### src/rtl/wb_arbiter_pkg.sv
// Shared types and constants for the writeback collector.
// wb_entry_t is the default-width queue entry {wr_en, rd, data}.
package wb_arbiter_pkg;

  localparam int REG_WIDTH  = 5;
  localparam int DATA_WIDTH = 32;

  localparam int ARB_RR    = 0;
  localparam int ARB_FIXED = 1;

  typedef struct packed {
    logic                  wr_en;
    logic [REG_WIDTH-1:0]  rd;
    logic [DATA_WIDTH-1:0] data;
  } wb_entry_t;

endpackage

### src/rtl/wb_chan_fifo.sv
// Per-channel result queue: power-of-two ring buffer whose head is readable
// combinationally so a request can be raised the cycle after an enqueue.
module wb_chan_fifo #(
  parameter int WIDTH = 38,
  parameter int DEPTH = 2
) (
  input  logic             clk,
  input  logic             rst,
  input  logic             push,
  input  logic             pop,
  input  logic [WIDTH-1:0] din,
  output logic             full,
  output logic             empty,
  output logic [WIDTH-1:0] head
);

  localparam int AW = $clog2(DEPTH);

  logic [WIDTH-1:0] mem_reg [DEPTH];
  logic [AW-1:0]    wr_ptr_reg;
  logic [AW-1:0]    rd_ptr_reg;
  logic [AW:0]      count_reg;
  logic             do_push;
  logic             do_pop;

  assign full    = (count_reg == (AW+1)'(DEPTH));
  assign empty   = (count_reg == '0);
  assign do_push = push && !full;
  assign do_pop  = pop && !empty;
  assign head    = mem_reg[rd_ptr_reg];

  always_ff @(posedge clk) begin
    if (do_push) mem_reg[wr_ptr_reg] <= din;
  end

  // Pointers wrap naturally because DEPTH is a power of two.
  always_ff @(posedge clk) begin
    if (!rst) begin
      wr_ptr_reg <= '0;
      rd_ptr_reg <= '0;
      count_reg  <= '0;
    end else begin
      if (do_push) wr_ptr_reg <= wr_ptr_reg + 1'b1;
      if (do_pop)  rd_ptr_reg <= rd_ptr_reg + 1'b1;
      case ({do_push, do_pop})
        2'b10:   count_reg <= count_reg + 1'b1;
        2'b01:   count_reg <= count_reg - 1'b1;
        default: count_reg <= count_reg;
      endcase
    end
  end

endmodule

### src/rtl/wb_arbiter.sv
// Writeback collector: one queue per execution channel, a round-robin or
// fixed-priority arbiter, and a registered register-file write port.
module wb_arbiter #(
  parameter int NUM_CH     = 4,
  parameter int FIFO_DEPTH = 2,
  parameter int REG_WIDTH  = 5,
  parameter int DATA_WIDTH = 32,
  parameter int ARB_MODE   = 0
) (
  input  logic                         clk,
  input  logic                         rst,
  input  logic [NUM_CH-1:0]            ch_valid,
  output logic [NUM_CH-1:0]            ch_ready,
  input  logic [NUM_CH-1:0]            ch_wr_en,
  input  logic [NUM_CH*REG_WIDTH-1:0]  ch_rd,
  input  logic [NUM_CH*DATA_WIDTH-1:0] ch_data,
  output logic                         wb_wr_en,
  output logic [REG_WIDTH-1:0]         wb_rd,
  output logic [DATA_WIDTH-1:0]        wb_wr_data,
  output logic [NUM_CH-1:0]            wb_grant,
  output logic                         wb_idle
);
  import wb_arbiter_pkg::*;

  localparam int PW = $clog2(NUM_CH);
  localparam int EW = 1 + REG_WIDTH + DATA_WIDTH;

  typedef struct packed {
    logic                  wr_en;
    logic [REG_WIDTH-1:0]  rd;
    logic [DATA_WIDTH-1:0] data;
  } entry_t;

  entry_t              head [NUM_CH];
  logic [NUM_CH-1:0]   full;
  logic [NUM_CH-1:0]   empty;
  logic [NUM_CH-1:0]   push;
  logic [NUM_CH-1:0]   req;
  logic [NUM_CH-1:0]   grant;
  logic                found;
  logic [PW-1:0]       gidx;
  logic [PW:0]         cand;

  logic [PW-1:0]         ptr_reg;
  logic                  wb_wr_en_reg;
  logic [REG_WIDTH-1:0]  wb_rd_reg;
  logic [DATA_WIDTH-1:0] wb_wr_data_reg;
  logic [NUM_CH-1:0]     wb_grant_reg;
  logic                  wb_idle_reg;

  // Ready comes from registered occupancy only; a full queue never passes through.
  generate
    for (genvar gi = 0; gi < NUM_CH; gi++) begin : g_ch
      entry_t din;
      assign din.wr_en    = ch_wr_en[gi];
      assign din.rd       = ch_rd[gi*REG_WIDTH +: REG_WIDTH];
      assign din.data     = ch_data[gi*DATA_WIDTH +: DATA_WIDTH];
      assign ch_ready[gi] = rst && !full[gi];
      assign push[gi]     = ch_valid[gi] && ch_ready[gi];
      assign req[gi]      = !empty[gi];

      wb_chan_fifo #(
        .WIDTH (EW),
        .DEPTH (FIFO_DEPTH)
      ) u_fifo (
        .clk   (clk),
        .rst   (rst),
        .push  (push[gi]),
        .pop   (grant[gi]),
        .din   (din),
        .full  (full[gi]),
        .empty (empty[gi]),
        .head  (head[gi])
      );
    end
  endgenerate

  // Round-robin scans from the pointer with wrap; fixed priority scans from 0.
  always_comb begin
    grant = '0;
    gidx  = '0;
    found = 1'b0;
    cand  = '0;
    for (int k = 0; k < NUM_CH; k++) begin
      if (ARB_MODE == ARB_RR) begin
        cand = {1'b0, ptr_reg} + (PW+1)'(k);
        if (cand >= (PW+1)'(NUM_CH)) cand = cand - (PW+1)'(NUM_CH);
      end else begin
        cand = (PW+1)'(k);
      end
      if (!found && req[cand[PW-1:0]]) begin
        found = 1'b1;
        gidx  = cand[PW-1:0];
      end
    end
    if (found) grant[gidx] = 1'b1;
  end

  always_ff @(posedge clk) begin
    if (!rst) begin
      ptr_reg        <= '0;
      wb_wr_en_reg   <= 1'b0;
      wb_rd_reg      <= '0;
      wb_wr_data_reg <= '0;
      wb_grant_reg   <= '0;
      wb_idle_reg    <= 1'b1;
    end else begin
      wb_idle_reg <= (&empty) && !wb_wr_en_reg;
      if (found) begin
        // x0 destinations are consumed without a register-file write.
        wb_wr_en_reg   <= head[gidx].wr_en && (head[gidx].rd != '0);
        wb_rd_reg      <= head[gidx].rd;
        wb_wr_data_reg <= head[gidx].data;
        wb_grant_reg   <= grant;
        if (ARB_MODE == ARB_RR)
          ptr_reg <= (gidx == PW'(NUM_CH-1)) ? '0 : gidx + 1'b1;
      end else begin
        wb_wr_en_reg <= 1'b0;
        wb_grant_reg <= '0;
      end
    end
  end

  assign wb_wr_en   = wb_wr_en_reg;
  assign wb_rd      = wb_rd_reg;
  assign wb_wr_data = wb_wr_data_reg;
  assign wb_grant   = wb_grant_reg;
  assign wb_idle    = wb_idle_reg;

endmodule

### config.mk
export PLATFORM = sky130hd
export DESIGN_NAME = wb_arbiter
export DESIGN_NICKNAME = d
export VERILOG_FILES = /design/src/rtl/wb_arbiter_pkg.sv /design/src/rtl/wb_chan_fifo.sv /design/src/rtl/wb_arbiter.sv
export SDC_FILE = /design/constraint.sdc
export NUM_CORES = 1
export LEC_CHECK = 0
export CAP_MARGIN = 20
export CELL_PAD_IN_SITES_DETAIL_PLACEMENT = 0
export CELL_PAD_IN_SITES_GLOBAL_PLACEMENT = 2
export CORE_MARGIN = 3
export CORE_UTILIZATION = 39
export CTS_BUF_LIST = sky130_fd_sc_hd__clkbuf_8 sky130_fd_sc_hd__clkbuf_16
export DETAILED_ROUTE_END_ITERATION = 6
export PLACE_DENSITY = 0.79
export SYNTH_ARGS = -nofsm -noshare
export SYNTH_HDL_FRONTEND = slang
export SYNTH_SLANG_ARGS = --single-unit
### constraint.sdc
create_clock -name clk -period 4.29 [get_ports clk]
set_input_delay 1.0725 -clock clk [delete_from_list [all_inputs] [get_ports clk]]
set_output_delay 1.0725 -clock clk [all_outputs]
set_load 0.1 [all_outputs]
== After elaboration in Yosys (flattened, before gate mapping) ==
Memories as Yosys holds them, arrays and structs flattened. A register that Yosys moved wholly into a read port is not among the register bits.
Cells that the tools add are included.
Cells by class
  bitwise logic cells: 1
  muxes and demuxes: 47
  eq/ne operators: 13
  order comparisons: 11
  $add $sub $neg: 24
  reductions and logical operators: 45
Operator list (number)
  $bmux 38 s2: 1
  $mux 38: 2
  $mux 1: 25
  $logic_and 1x1->1: 22
  $eq 2x2->1 const B: 9
  $mux 2: 9
  $pmux 2 s2: 4
  $sub 2x1->2 const B: 8
  $lt 2x3->1 const B: 5
  $ge 3x3->1 const B: 4
  $logic_not 1->1: 12
  $add 2x1->2 const B: 5
  $add 1x1->1 const B: 8
  $bmux 1 s2: 4
  $eq 2x1->1 const B: 4
  $logic_not 2->1: 4
  $reduce_bool 2->1: 4
  $add 2x2->3 const B: 2
  $reduce_bool 5->1: 1
  $mux 4: 1
  $reduce_and 4->1: 1
  $add 2x1->3 const B: 1
  $ge 2x3->1 const B: 1
  $not 2->3: 1
  3 further kinds: 3
Storage, ports and cells
  memories kept: 4
  output and inout bits: 47
  bits in registers: 61
  word-level logic and storage cells: 163
  bits in writable memories: 304
Memories
  g_ch[0].u_fifo.mem_reg: words 2, width 38, read ports 1, clocked after Yosys merged registers in 1, wr ports 1, line wb_chan_fifo.sv:19  | logic [WIDTH-1:0] mem_reg [DEPTH];
  g_ch[1].u_fifo.mem_reg: words 2, width 38, read ports 1, clocked after Yosys merged registers in 1, wr ports 1, line wb_chan_fifo.sv:19
  g_ch[2].u_fifo.mem_reg: words 2, width 38, read ports 1, clocked after Yosys merged registers in 1, wr ports 1, line wb_chan_fifo.sv:19
  g_ch[3].u_fifo.mem_reg: words 2, width 38, read ports 1, clocked after Yosys merged registers in 1, wr ports 1, line wb_chan_fifo.sv:19

== Longest topological paths before layout ==
Gate-level depths: netlist (run 1).
  word-level depth: 22
  depth in mapped cells: 15

== Modules after synthesis ==
Synthesis (run 1) repeated with hierarchy kept, for this count alone.
Second synthesis, totals
  cells, all modules: 976
  area total of the unflattened synthesis: 14925.6 µm²
Modules (own cells, without submodules)
  wb_chan_fifo: instances 4, sequential area each 2382.3 µm², cells each 144, area each 2966.6 µm²
  wb_arbiter: instances 1, sequential area each 900.9 µm², cells each 400, area each 3059.2 µm²

== Least setup slack after synthesis (run 1) ==
OpenSTA, ideal clock, no wires.
  path kind: input port to flip-flop
  start: input rst
  end: memory g_ch[3].u_fifo.mem_reg[0][0] (enable)
  stages: 5
  arrival time: 4871 ps
  slack: -1014 ps
  library setup time: 433 ps
  required time: 3857 ps
  path through: inv_1 > clkbuf_1 > a21oi_1 > nand2_1 > nor2_1
On the way
  longest elaborated chain between the ends: 5
Ends and longest elaborated chain
  from (decl): line wb_arbiter.sv:11  | input logic rst,
  $logic_and 1x1->1: line wb_arbiter.sv:58  | assign ch_ready[gi] = rst && !full[gi];
  named net ch_ready[3]: line wb_arbiter.sv:13  | output logic [NUM_CH-1:0] ch_ready,
  $logic_and 1x1->1: line wb_arbiter.sv:59  | assign push[gi] = ch_valid[gi] && ch_ready[gi];
  $logic_and 1x1->1: line wb_chan_fifo.sv:28  | assign do_push = push && !full;
  $mux 1: line wb_chan_fifo.sv:33  | if (do_push) mem_reg[wr_ptr_reg] <= din;
  $mux 1 (not written as such): line wb_chan_fifo.sv:33
  to (decl): line wb_chan_fifo.sv:19
The timed path passes the listed nets, and every way through them passes these cells.

== Worst setup path in the final report (run 1) ==
  start: input rst
  end: output ch_ready[1]
On the way
  longest elaborated chain between the ends: 1
Ends and longest elaborated chain (line)
  $logic_and 1x1->1: wb_arbiter.sv:58
  to (decl): wb_arbiter.sv:13
Every way passes these cells.

==> impl_metrics.csv, run 1 <==
group,metric,value,unit
synthesis,synthTopCellsByArea,"edfxtp_1, dfxtp_1, mux2i_1",
synthesis,synth_xor_area_frac,0.00975,
timing,fin_ws,759,ps
place,gp_congestion,0.799,
timing,rsz0062_at_grt,"false",
finish,areaGrowthSynthToFinish,26.7,%
setup_path,critPathKind,"in2out",
drt,dr_total_vias,8558,
floorplanning,core,35900,um2
power,intPower,0.00784,W
synthesis,synth_common_cells,"edfxtp_1, mux2i_1, nand2_1",
timing,slew_violations,0,
power,vdd_drop_max,523,uV
synthesis,synth_top_family_by_area,"compound AO/OA/AOI/OAI gates",
place,dpl.hpwl,25.2,mm
floorplanning,initial_core_util,0.400,
setup_path,cp.arrival,2460,ps
place,placed_cells,1578,
clock_tree,cts_tree,"built",
synthesis,ys_warn_count,0,
synthesis,muxShareOfSynthArea,0.0877,
clock_tree,cts_buffers,40,
timing,hold_viol,0,
finish,final_cell_count_no_fill,1651,
clock_tree,cts_setup_buffers,0,
setup_path,path_max_fanout,29,
power,combPwrFrac,0.416,
setup_path,cpPeakStageDelay,530,ps
place,io_buffers,204,
synthesis,ys_async_sr_fraction,0,
finish,final_area,18200,um2
setup_path,cp_cell_sequence,"clkdlybuf4s50_1 -> inv_2 -> a21oi_1 -> buf_12",
power,pwr-share-clk,0.239,
clock_tree,clk_latency,540,ps
synthesis,synth_edf_count,304,
clock_tree,cts_root_buf,"clkbuf_16",
clock_tree,numClockSinks,369,
floorplanning,ioPinCount,205,
synthesis,ys_types,42,
setup_path,slowest_stage,"clkdlybuf4s50_1",
clock_tree,clk_pin_slew,60,ps
setup_path,crit_path_end_kind,"output pin",
power,swShare,0.414,
drt,dr.pass1.iters,4,
drt,wl,36.0,mm
finish,drive_above_1_share,0.0874,
synthesis,yosys.area_share.simple,0.0588,
synthesis,postSynthCellCount,955,
timing,finalSetupViolations,0,
global_routing,grt_pass1_wl,52.3,mm
global_routing,grt_overflow,0,
synthesis,synth_ff_type,"edfxtp_1",
synthesis,syn_area,14400,um2
floorplanning,die_h,198,um
power,sequentialPowerShare,0.345,
setup_path,critPathLaunchType,"primary input",
place,place_area,17000,um2
run_status,status,"finished clean",
clock_tree,ctsResizeCount,0,
timing,final.period_utilization,0.823,
finish,nFillCells,3048,
power,p_per_area,734,nW/um2
timing,worst_pin_slew,1100,ps
drt,antenna_left,0,
synthesis,yosysTopAreaCell,"edfxtp_1",
clock_tree,h-tree-depth,2,
floorplanning,row_count,69,
synthesis,ys_seq_area_frac,0.725,
floorplanning,die-area,39200,um2
finish,largest_reg_flops,304,
timing,max_freq,0.283,GHz
synthesis,synth_compound_area_frac,0.0907,
job,cap_violations,0,
clock_tree,hold_buffers,0,
timing,maxSlewHeadroom,0.267,
timing,skew,30.4,ps
synthesis,synthDominantCellAreaShare,0.635,
drt,drt-wirelength-per-cell,21.8,um
global_routing,gr-usage-all-layers,0.179,
timing,hold_slack,505,ps
floorplanning,die_w,198,um
drt,drcViolationCount,0,
synthesis,synthAdderAreaFrac,0.00435,
global_routing,grt_max_degree,78,
power,p_leak,6.03,nW
finish,finalNetCount,1322,
clock_tree,cts_max_path_buffers,3,
drt,vias_per_cell,5.18,
synthesis,syn_area_per_cell,15.1,um2
place,place_ws,768,ps
synthesis,synthMostInstantiatedCell,"edfxtp_1",
setup_path,cp_data_required_time,3220,ps
drt,drt_iter0_drc,456,
global_routing,grt_pass1_vias,8674,
global_routing,antenna_found_initial,3,
synthesis,ys_seq_elements,369,
timing,fin_crit,3530,ps
synthesis,syn_nets,1118,
finish,antenna_cells,0,
hold_path,hp-class,"reg2reg",
power,power.net_switching,0.00553,W
cells by family (layout without fill, tap and decap cells):
family,count (synthesis),in the layout
buffers and inverters,73,308
AND/OR/NAND/NOR,188,188
adder cells (fa/ha/maj),5,5
AO/OA/AOI/OAI,178,178
flip-flops,369,369
XOR/XNOR,16,16
multiplexers,126,126
metrics by stage:
| stage | TNS [ps] | total power, W | utilization |
|---|---|---|---|
| finish | 0 | 0.0134 | 0.507 |
| detailed placement | 0 | 0.0103 | 0.473 |
| floorplan | -118190 | 0.00859 | - |
| CTS | 0 | 0.0135 | 0.507 |
| global placement | 0 | 0.0103 | 0.473 |
| global route | 0 | 0.0140 | 0.507 |
power groups by stage:
stage,combinational [W],clock (W),sequential [W]
3_5_place_dp,0.00562,0,0.00469
2_1_floorplan,0.00295,0,0.00564
4_1_cts,0.00564,0.00326,0.00462
6_report,0.00556,0.00320,0.00462
5_1_grt,0.00597,0.00341,0.00466
3_3_place_gp,0.00559,0,0.00469
worst max-delay path: cells and delay by family:
family	cells	cell delay (ps)
compound gates	1	370
buf+inv	3	990
final timing paths:
| path | startpoint | end | slack (ps) | depth (start not counted) |
|---|---|---|---|---|
| max | rst | ch_ready[1] | 760 | 4 |
| min | wb_wr_data[23] | wb_wr_data[23] | 500 | 2 |
| max reg2reg | g_ch[0].u_fifo.count_reg[0] | wb_wr_data[15] | 1150 | 9 |
| min reg2reg | wb_wr_data[23] | wb_wr_data[23] | 500 | 2 |
routing by layer:
layer / track usage / share of wire / routed length, um / up-vias
li1: - / - / - / 4082
met1: 0.226 / 0.41 / 14900 / 4177
met2: 0.316 / 0.51 / 18300 / 243
met3: 0.0352 / 0.050 / 1800 / 50
met4: 0.0509 / 0.026 / 925 / 6
met5: 0 / 0.0013 / 47 / -
layout by cell type (no fill, tap or decap), drive strengths merged, types with 5 or more instances in the layout:
cell type and count:
edfxtp 304, clkdlybuf4s50 200, mux2i 126, nand2 72, a211oi 69, dfxtp 65
nor2 65, clkbuf 42, a31oi 40, nor2b 34, a221oi 32, buf 24
inv 23, o21ai 15, clkinv 15, xnor2 11, a21oi 11, xor2 5
ha 5
cell type report:
cell class | instances | area (um2) | area share
timing repair buffer | 224 | 2240 | 0.123
sequential | 369 | 10400 | 0.573
clock inverter | 31 | 208 | 0.0114
tap | 461 | 577 | 0.0317
inverter | 11 | 41.3 | 0.00227
clock buffer | 42 | 1030 | 0.0564
multi-input combinational | 513 | 3690 | 0.202
(Power assumes the default switching activity.)
==> inputs of run 2 (changes only) <==
Clock period 4.29 ns to 3.5 ns, I/O delays scaled along.
==> run 2 against run 1 <==
Against the previous run:
- worst hold slack lost 27 ps
- worst setup slack worse by 200 ps
- sequential power up 22%
- clock power is 35% higher
- total power is 27% higher
- global-route usage shrank 0.14 points
- critical path type unchanged
- critical endpoint unchanged
- largest power group unchanged
==> impl_metrics.csv, run 2 (synthesis gave the netlist of run 1 again) <==
group,metric,value,unit
timing,fin_ws,561,ps
finish,antenna_cells,0,
drt,drcViolationCount,0,
drt,vias_per_cell,5.19,
setup_path,crit_buf_inv,3,
clock_tree,numClockSinks,369,
global_routing,grt_overflow,0,
setup_path,rrSetupSlack,580,ps
finish,final_common_cell,"edfxtp_1",
setup_path,critPathKind,"in2out",
global_routing,gr-usage-all-layers,0.178,
setup_path,slowest_stage,"clkdlybuf4s50_1",
global_routing,grt_pass1_wl,51.9,mm
setup_path,cp_top_family,"buffers and inverters",
floorplanning,die_h,198,um
timing,slew_violations,0,
finish,layout_common_cells,"edfxtp_1, clkdlybuf4s50_1, mux2i_1",
timing,maxSlewHeadroom,0.476,
clock_tree,cts_root_buf,"clkbuf_16",
power,combPwrFrac,0.412,
power,swShare,0.404,
setup_path,crit_path_end_kind,"output pin",
power,p_leak,6.21,nW
clock_tree,clk_latency,520,ps
finish,drive_above_1_share,0.135,
drt,dr_total_vias,8604,
timing,fin_crit,2940,ps
hold_path,holdPathEnd,"wb_idle",
place,dpl.hpwl,24.3,mm
timing,final.period_utilization,0.840,
floorplanning,initial_core_util,0.400,
finish,areaGrowthSynthToFinish,28.1,%
setup_path,ff2ff_path_depth,9,
power,intPower,0.0101,W
floorplanning,row_count,69,
power,pwr-share-clk,0.255,
global_routing,grt_max_degree,58,
floorplanning,core,35900,um2
drt,drt-wirelength-per-cell,21.3,um
hold_path,hold_path_depth,1,
finish,largest_reg_flops,304,
setup_path,critPathLaunchType,"primary input",
power,vdd_drop_max,619,uV
timing,rsz0062_at_grt,"false",
timing,hold_viol,0,
clock_tree,cts_tree,"built",
place,place_ws,460,ps
clock_tree,cts_setup_buffers,0,
setup_path,cp.arrival,2060,ps
clock_tree,ctsResizeCount,0,
setup_path,cpPeakStageDelay,550,ps
floorplanning,ioPinCount,205,
timing,skew,17.8,ps
drt,antenna_left,0,
drt,dr.pass1.iters,5,
global_routing,antenna_found_initial,2,
timing,finalSetupViolations,0,
setup_path,r2r-end,"g_ch[3].u_fifo.count_reg[1]",
setup_path,cp_cell_sequence,"clkdlybuf4s50_1 -> inv_2 -> a21oi_2 -> buf_12",
finish,finalNetCount,1328,
setup_path,r2r-start,"g_ch[0].u_fifo.count_reg[1]",
global_routing,grt_pass1_vias,8479,
hold_path,hp-start,"wb_wr_en",
place,gp_congestion,0.815,
job,cap_violations,0,
clock_tree,cts_max_path_buffers,3,
timing,max_freq,0.340,GHz
run_status,status,"finished clean",
power,p_per_area,919,nW/um2
drt,drt_iter0_drc,461,
drt,wl,35.3,mm
finish,nFillCells,3033,
timing,worst_pin_slew,787,ps
power,power.net_switching,0.00684,W
power,p_total,0.0169,W
floorplanning,die-area,39200,um2
hold_path,hp-class,"reg2reg",
setup_path,cp_data_required_time,2620,ps
clock_tree,hold_buffers,0,
floorplanning,die_w,198,um
setup_path,path_max_fanout,20,
clock_tree,clk_pin_slew,60,ps
clock_tree,h-tree-depth,2,
place,io_buffers,204,
setup_path,critPathLaunch,"rst",
power,sequentialPowerShare,0.333,
clock_tree,cts_buffers,40,
==> run 2: cell count changes in the layout (fill, tap and decap cells not counted), sizes merged <==
cell and change:
inv -6, buf +49, clkbuf -2, clkinvlp -1, clkinv +3, clkdlybuf4s50 -43
bufinv +6
==> run 2: cell type report <==
type | instances | area, um2 | share of cell area
Clock buffer | 40 | 1000 | 0.0543
Multi-Input combinational cell | 513 | 3700 | 0.201
Sequential cell | 369 | 10400 | 0.567
Timing Repair Buffer | 230 | 2290 | 0.125
Inverter | 11 | 41.3 | 0.00224
Tap cell | 461 | 577 | 0.0313
Clock inverter | 33 | 368 | 0.0200
==> run 2: how the worst max path moves through the flow <==
stage          slack (ps)  cells past startpoint                            to
3_5_place_dp          460                      7   g_ch[3].u_fifo.count_reg[1]
2_1_floorplan        -300                      5  g_ch[3].u_fifo.mem_reg[1][0]
5_1_grt               400                      9   g_ch[1].u_fifo.count_reg[1]
6_report              560                      4                   ch_ready[1]
4_1_cts               550                      4                   ch_ready[1]
3_3_place_gp          480                      7   g_ch[3].u_fifo.count_reg[1]
==> run 2: metrics by stage <==
| step | setup TNS (ps) | area [um2] | hold WS (ps) | std cells | util |
|---|---|---|---|---|---|
| floorplan | -69240 | 14400 | 481 | 955 | - |
| global placement | 0 | 17000 | 452 | 1584 | 0.475 |
| CTS | 0 | 18400 | 483 | 1657 | 0.513 |
| finish | 0 | 18400 | 478 | 1657 | 0.513 |
| global route | 0 | 18400 | 521 | 1657 | 0.513 |
| detailed placement | 0 | 17000 | 474 | 1584 | 0.475 |
==> run 2: power groups by stage <==
stage	logic (W)	registers, W	clock network (W)
after floorplan	0.00362	0.00691	0
after global placement	0.00709	0.00572	0
after detailed placement	0.00712	0.00573	0
after CTS	0.00715	0.00564	0.00440
after global routing	0.00749	0.00569	0.00459
final	0.00698	0.00564	0.00432
==> run 2: routing by layer <==
layer,GRT usage,vias up,routed length [um],part of all wire
li1,-,4098,-,-
met2,0.305,240,17700,0.50
met3,0.0340,47,1810,0.051
met1,0.236,4215,15200,0.43
met5,0,-,34,0.00096
met4,0.0404,4,636,0.018
